[src/rtl/ft245_sched_pkg.sv]
// Shared definitions for the FT245 bus scheduler.
//   MAX_BURST_DEFAULT : bytes per bus grant before forced re-arbitration
//   CNT_W             : width of the burst counter
//   sched_state_t     : scheduler FSM state encoding
package ft245_sched_pkg;

  localparam int MAX_BURST_DEFAULT = 64;
  localparam int CNT_W             = 8;

  typedef enum logic [2:0] {
    IDLE  = 3'd0,
    RD_OE = 3'd1,
    RD    = 3'd2,
    WR    = 3'd3,
    TURN  = 3'd4
  } sched_state_t;

endpackage

[src/rtl/ft245_bus_sched.sv]
// FT245 asynchronous-FIFO bus scheduler.
// Arbitrates the shared FT245 data bus between the RX path (FT245 -> RxData)
// and the TX path (TxData -> FT245), round-robin when both want the bus, with
// at most MAX_BURST bytes per grant and one turnaround cycle between grants.
//
// State table:
//   IDLE  | strobes idle, bus released; arbitration between rx and tx requests
//   RD_OE | FT245 output enable asserted one cycle before the first read strobe
//   RD    | read burst; RDn follows ~RxReady, one byte per edge with RDn=RXFn=0
//   WR    | write burst; block drives DOut, one byte per edge with TxReady=1
//   TURN  | all strobes high, bus released for one cycle before re-arbitration
//
// Ports:
//   Clk, ARst        clock (rising edge), asynchronous active-high reset
//   RXFn, TXEn       FT245 RX not-empty / TX not-full flags (active-low)
//   RDn, WRn, OEn    FT245 read strobe / write strobe / output enable (active-low)
//   DIn, DOut        bus data from / to the FT245
//   DOutEn           high while this block drives the bus
//   RxData, RxValid  received byte and its single-cycle valid strobe
//   RxReady          downstream can take a byte next cycle
//   TxData, TxValid  byte to transmit and its valid
//   TxReady          TxData consumed this cycle
module ft245_bus_sched
  import ft245_sched_pkg::*;
#(
  parameter int MAX_BURST = MAX_BURST_DEFAULT
) (
  input  logic       Clk,
  input  logic       ARst,
  input  logic       RXFn,
  input  logic       TXEn,
  output logic       RDn,
  output logic       WRn,
  output logic       OEn,
  input  logic [7:0] DIn,
  output logic [7:0] DOut,
  output logic       DOutEn,
  output logic [7:0] RxData,
  output logic       RxValid,
  input  logic       RxReady,
  input  logic [7:0] TxData,
  input  logic       TxValid,
  output logic       TxReady
);

  localparam logic [CNT_W-1:0] MAX_CNT = CNT_W'(MAX_BURST);

  sched_state_t     state, state_nxt;
  logic [CNT_W-1:0] count;
  logic             last_rx;

  logic rx_req, tx_req;
  logic rd_xfer, wr_xfer;
  logic last_xfer;
  logic grant;

  assign rx_req    = ~RXFn & RxReady;
  assign tx_req    = ~TXEn & TxValid;
  assign rd_xfer   = (state == RD) & RxReady & ~RXFn;
  assign wr_xfer   = (state == WR) & TxValid & ~TXEn;
  // The transfer happening this cycle brings the counter to MAX_BURST.
  assign last_xfer = (count == MAX_CNT - 8'd1);
  assign grant     = (state == IDLE) & (state_nxt != IDLE);

  always_ff @(posedge Clk or posedge ARst) begin
    if (ARst) begin
      state   <= IDLE;
      count   <= '0;
      last_rx <= 1'b0;
      RxData  <= 8'h00;
      RxValid <= 1'b0;
    end else begin
      state   <= state_nxt;
      RxValid <= rd_xfer;
      if (rd_xfer) begin
        RxData <= DIn;
      end
      if (grant) begin
        count   <= '0;
        last_rx <= (state_nxt == RD_OE);
      end else if ((rd_xfer || wr_xfer) && (count != MAX_CNT)) begin
        count <= count + 8'd1;
      end
    end
  end

  always_comb begin
    state_nxt = state;
    RDn       = 1'b1;
    WRn       = 1'b1;
    OEn       = 1'b1;
    DOutEn    = 1'b0;
    DOut      = 8'h00;
    TxReady   = 1'b0;
    case (state)
      IDLE: begin
        // Both pending: hand the bus to the side that did not have it last.
        if (rx_req && tx_req) begin
          state_nxt = last_rx ? WR : RD_OE;
        end else if (rx_req) begin
          state_nxt = RD_OE;
        end else if (tx_req) begin
          state_nxt = WR;
        end
      end
      RD_OE: begin
        OEn       = 1'b0;
        state_nxt = RD;
      end
      RD: begin
        OEn = 1'b0;
        RDn = ~RxReady;
        if (RXFn || !RxReady || (rd_xfer && last_xfer)) begin
          state_nxt = TURN;
        end
      end
      WR: begin
        DOutEn  = 1'b1;
        DOut    = TxData;
        WRn     = ~TxValid;
        TxReady = TxValid & ~TXEn;
        if (!TxValid || TXEn || (wr_xfer && last_xfer)) begin
          state_nxt = TURN;
        end
      end
      TURN: begin
        state_nxt = IDLE;
      end
      default: begin
        state_nxt = IDLE;
      end
    endcase
  end

endmodule

[config.mk]
export PLATFORM = sky130hd
export DESIGN_NAME = ft245_bus_sched
export DESIGN_NICKNAME = d
export VERILOG_FILES = /design/src/rtl/ft245_sched_pkg.sv /design/src/rtl/ft245_bus_sched.sv
export SDC_FILE = /design/constraint.sdc
export NUM_CORES = 1
export LEC_CHECK = 0
export BUFFER_PORTS_ARGS = -buffer_cell sky130_fd_sc_hd__buf_4
export CORE_UTILIZATION = 47
export DETAILED_ROUTE_END_ITERATION = 8
export PLACE_DENSITY = 0.74
export SYNTH_ARGS = -nofsm -noshare
export SYNTH_HDL_FRONTEND = slang
export SYNTH_SLANG_ARGS = --single-unit
[constraint.sdc]
create_clock -name Clk -period 2.1 [get_ports Clk]
set_input_delay 0.21 -clock Clk [delete_from_list [all_inputs] [get_ports Clk]]
set_output_delay 0.21 -clock Clk [all_outputs]
set_load 0.05 [all_outputs]
After elaboration in Yosys (flattened, before gate mapping)
Index checks and enable logic that the tools add are counted.
{"block": "word_totals", "register_bits": 21, "inputBits": 22}
{"block": "classes", "addsub": 1, "n_eq_ne": 6, "n_mux": 15, "n_bitwise": 11, "n_reduce_logical": 15}
{"cell": "$mux 8", "count": 3}
{"cell": "$mux 3", "count": 5}
{"cell": "$pmux 3 s4", "count": 1}
{"cell": "$add 8x1->8 const B", "count": 1}
{"cell": "$eq 8x6->1 const B", "count": 1}
{"cell": "$ne 8x7->1 const B", "count": 1}
{"cell": "$and 1x1->1", "count": 7}
{"cell": "$eq 3x1->1 const B", "count": 2}
{"cell": "$eq 3x2->1 const B", "count": 2}
{"cell": "$logic_or 1x1->1", "count": 5}
{"cell": "$mux 1", "count": 5}
{"cell": "$logic_and 1x1->1", "count": 4}
{"cell": "$not 1->1", "count": 4}
{"cell": "$logic_not 3->1", "count": 1}
{"cell": "$reduce_bool 3->1", "count": 1}
{"cell": "$logic_not 1->1", "count": 2}
{"cell": "$mux 2", "count": 1}
{"cell": "$reduce_bool 2->1", "count": 1}
{"cell": "$reduce_or 2->1", "count": 1}

Depth between registers and ports, before layout
{"block": "logic_depth", "word_depth": 10, "depth_mapped": 7, "ltp_nobuf": 6}

Worst setup path after synthesis
OpenSTA, ideal clock, no wires.
{"block": "synth_timing", "path_kind": "register -> output", "startpoint": "reg state[2]", "endpoint": "out DOut[0]", "arrival_ns": 1.928, "required_ns": 1.890, "path_slack_ns": -0.038, "path_stages_with_launch": 7, "path_buffers": 2, "cell_sequence": "dfrtp_1 -> and2b_1 -> buf_6 -> nand2_4 -> inv_2 -> clkbuf_1 -> and2_1"}
{"block": "synth_between", "elab_chain_len": 2}
{"element": "start, declared", "line": "ft245_bus_sched.sv:48", "rtl": "sched_state_t state, state_nxt;"}
{"element": "start signal, assigned", "line": "ft245_bus_sched.sv:73", "rtl": "state <= state_nxt;"}
{"element": "$eq 3x2->1", "line": "ft245_bus_sched.sv:95", "rtl": "case (state)"}
{"element": "$mux 8", "line": "ft245_bus_sched.sv:95"}
{"element": "end, declared", "line": "ft245_bus_sched.sv:36", "rtl": "output logic [7:0] DOut,"}
No other way between the ends.

Worst setup path in the final report
Ends and elaborated chain as after synthesis.

==> impl_metrics.env <==
export IMPL_clock_sinks=21
export IMPL_io_buffers=43
export IMPL_crit_start="state[2]$_DFF_PP0_"
export IMPL_initial_core_util_pct=50.3
export IMPL_slowest_stage="dfrtp_1"
export IMPL_grtUsageTotal_pct=19.6
export IMPL_max_stage_delay_ns=0.41
export IMPL_powerDensity_mw_per_mm2=1220
export IMPL_grt_pass1_wl_microns=3790
export IMPL_crit_arrival_ns=1.56
export IMPL_htree_levels=1
export IMPL_final_cells=179
export IMPL_ctsRootBufferMaster="clkbuf_4"
export IMPL_status="completed"
export IMPL_ctsHoldBuffers=0
export IMPL_netlist_top_cells_count="dfrtp_1, and2_1, mux2_2, nand2_1, inv_1"
export IMPL_clk_pin_slew_worst_paths_ns=0.11
export IMPL_post_route_util_pct=66.9
export IMPL_yosys_cell_types_count=35
export IMPL_use_met2_pct=37.6
export IMPL_crit_path_cell_trace="and2b_1 -> nand2_4 -> inv_2 -> and2_1 -> buf_4"
export IMPL_setup_worst_path_end="DOut[0]"
export IMPL_clockBufferDepth=2
export IMPL_initialDrtViolationCount=12
export IMPL_diodes=0
export IMPL_p_leak_nw=0.757
export IMPL_ys_ff_latch=21
export IMPL_finalSetupViolCount=0
export IMPL_rr_startpoint="state[2]$_DFF_PP0_"
export IMPL_ys_seq_area_share_pct=46.8
export IMPL_io_pins=44
export IMPL_vdd_drop_max_mv=0.825
export IMPL_cp_start_kind="flop"
export IMPL_yosys_area_top_type_share_pct=46.8
export IMPL_dp_hpwl_microns=1820
export IMPL_busiest_layer="met2"
export IMPL_final_max_slew_viol_count=0
export IMPL_cp_end_kind="output pin"
export IMPL_synthTopCellsByArea="dfrtp_1, mux2_2, and2_1"
export IMPL_grt_max_degree=22
export IMPL_synth_edf_count=0
export IMPL_drt_total_wl_microns=2250
export IMPL_synth_top_cell_by_area="dfrtp_1"
export IMPL_post_cts_resize_count=0
export IMPL_syn_num_nets=129
export IMPL_post_cts_buffers=0
export IMPL_hold_viol=0
export IMPL_fin_skew_ns=0.00226
export IMPL_avgSynthCellArea_sq_um=10.7
export IMPL_ys_async_sr_fraction_pct=100
export IMPL_timing_slew_headroom_pct=49.6
export IMPL_syn_inst=105
export IMPL_hold_class="primary input to asynchronous set/reset pin"
export IMPL_maxCapViolations=0
export IMPL_nFillCells=183
export IMPL_drt_pass1_iter_count=5
export IMPL_fin_crit_sh_pct=84.5
export IMPL_coreArea_sq_mm=0.00223
export IMPL_critPathRequiredTime_ns=1.89
export IMPL_via_per_inst=5.36
export IMPL_die_h_microns=50.9
export IMPL_multiInputGateArea_sq_um=548
export IMPL_antenna_found_initial=0
export IMPL_die_width_microns=50.9
export IMPL_post_route_min_period_ns=1.77
export IMPL_cts_buffers=3
export IMPL_dp_cells=175
export IMPL_dieArea_sq_mm=0.00259
export IMPL_r2r_slack_ns=0.33
export IMPL_rsz0062_at_grt="false"
export IMPL_ys_flop_type="dfrtp_1"
export IMPL_routabilityCongestion=0.744
export IMPL_syn_area_sq_mm=0.00112
export IMPL_antenna_left=0
export IMPL_worstMarginPinSlew_ns=0.754
export IMPL_clk_latency_ns=0.30
export IMPL_drive_gt1_share_pct=39.7
export IMPL_criticalPathCategory="flop to output pin"
export IMPL_grtUsageMet3_pct=2.68
export IMPL_setup_tns_ns=0
export IMPL_syn_to_final_growth_pct=33.2
export IMPL_crit_fanout=12
export IMPL_overflow=0
export IMPL_max_freq_mhz=564
export IMPL_seqCellArea_sq_um=526
export IMPL_routedWlPerCell_microns=12.6
export IMPL_row_count=17
export IMPL_r2r_cells=6
export IMPL_met1_usage_pct=22.4
export IMPL_grt_pass1_vias=939
export IMPL_drc=0
export IMPL_synth_most_common_cell="dfrtp_1"
export IMPL_total_power_mw=1.83
export IMPL_fin_nets=176
export IMPL_vias=960
export IMPL_reg2reg_to="count[7]$_DFFE_PP0P_"
export IMPL_cts_tree="built"
export IMPL_yosys_warnings=0
how the worst min path moves through the flow:
stage	slack (ns)	to	start	depth (start not counted)
after floorplan	0.19	RxData[0]$_DFFE_PP0P_	ARst	1
after global placement	0.39	RxValid$_DFF_PP0_	ARst	2
after detailed placement	0.40	RxData[7]$_DFFE_PP0P_	ARst	2
after CTS	0.07	RxData[7]$_DFFE_PP0P_	ARst	2
final	0.03	RxData[7]$_DFFE_PP0P_	ARst	2
after global routing	0.10	RxData[6]$_DFFE_PP0P_	ARst	2
registers in the layout, indices dropped and copies added, names as in the netlist:
name     cells
count        8
RxValid      1
state        3
last_rx      1
RxData       8
routing by layer:
layer | up-vias | routed length (microns)
met2 | 45 | 1160
li1 | 465 | -
met5 | - | 0
met1 | 448 | 910
met4 | 0 | 14
met3 | 2 | 164
cell usage in the layout, fill, tap and decap left out, types with 3 or more instances in the layout:
cell      instances
a21oi_1           3
and2_1            9
buf_4            45
clkbuf_4          3
dfrtp_1          21
inv_1             5
mux2_2            8
nand2_1           8
nand3_1           4
nor2_1            3
o21ai_1           3
o31ai_1           4
critical path: cells and delay by family, from the launching register on:
kind	cells	cell delay (ns)
buffers and inverters	2	0.36
flip-flops	1	0.41
AND/OR/NAND/NOR	3	0.49
metrics by stage:
stage	setup WS [ns]	hold WS, ns	cell area [sq um]
2_1_floorplan	0.257	0.187	1120
3_3_place_gp	0.414	0.390	1470
3_5_place_dp	0.338	0.399	1470
4_1_cts	0.309	0.0680	1500
5_1_grt	0.178	0.104	1500
6_report	0.327	0.0340	1500
report_power, final:
part / switching [mW] / internal, mW / total, mW
clock: 0.116 / 0.0740 / 0.190
combinational: 0.661 / 0.355 / 1.02
sequential: 0.0926 / 0.528 / 0.621
cell families after synthesis:
group | count (synthesis) | share of synthesized area (%)
and+or+nand+nor | 43 | 23.2
DFF | 21 | 46.8
muxes | 10 | 9.81
adders and majority gates | 2 | 2.23
xor gates and xnor gates | 1 | 0.781
buffers and inverters | 9 | 4.35
AOI/OAI and AO/OA | 19 | 12.8
cell type report:
| type | instances | area share (%) |
|---|---|---|
| repair buffers | 45 | 22.6 |
| clock buffers | 4 | 1.76 |
| multi-input cells | 75 | 36.7 |
| inverters | 6 | 1.51 |
| well taps | 28 | 2.34 |
| flip-flops and latches | 21 | 35.1 |
No activity file was read; power rests on OpenSTA's default activity.
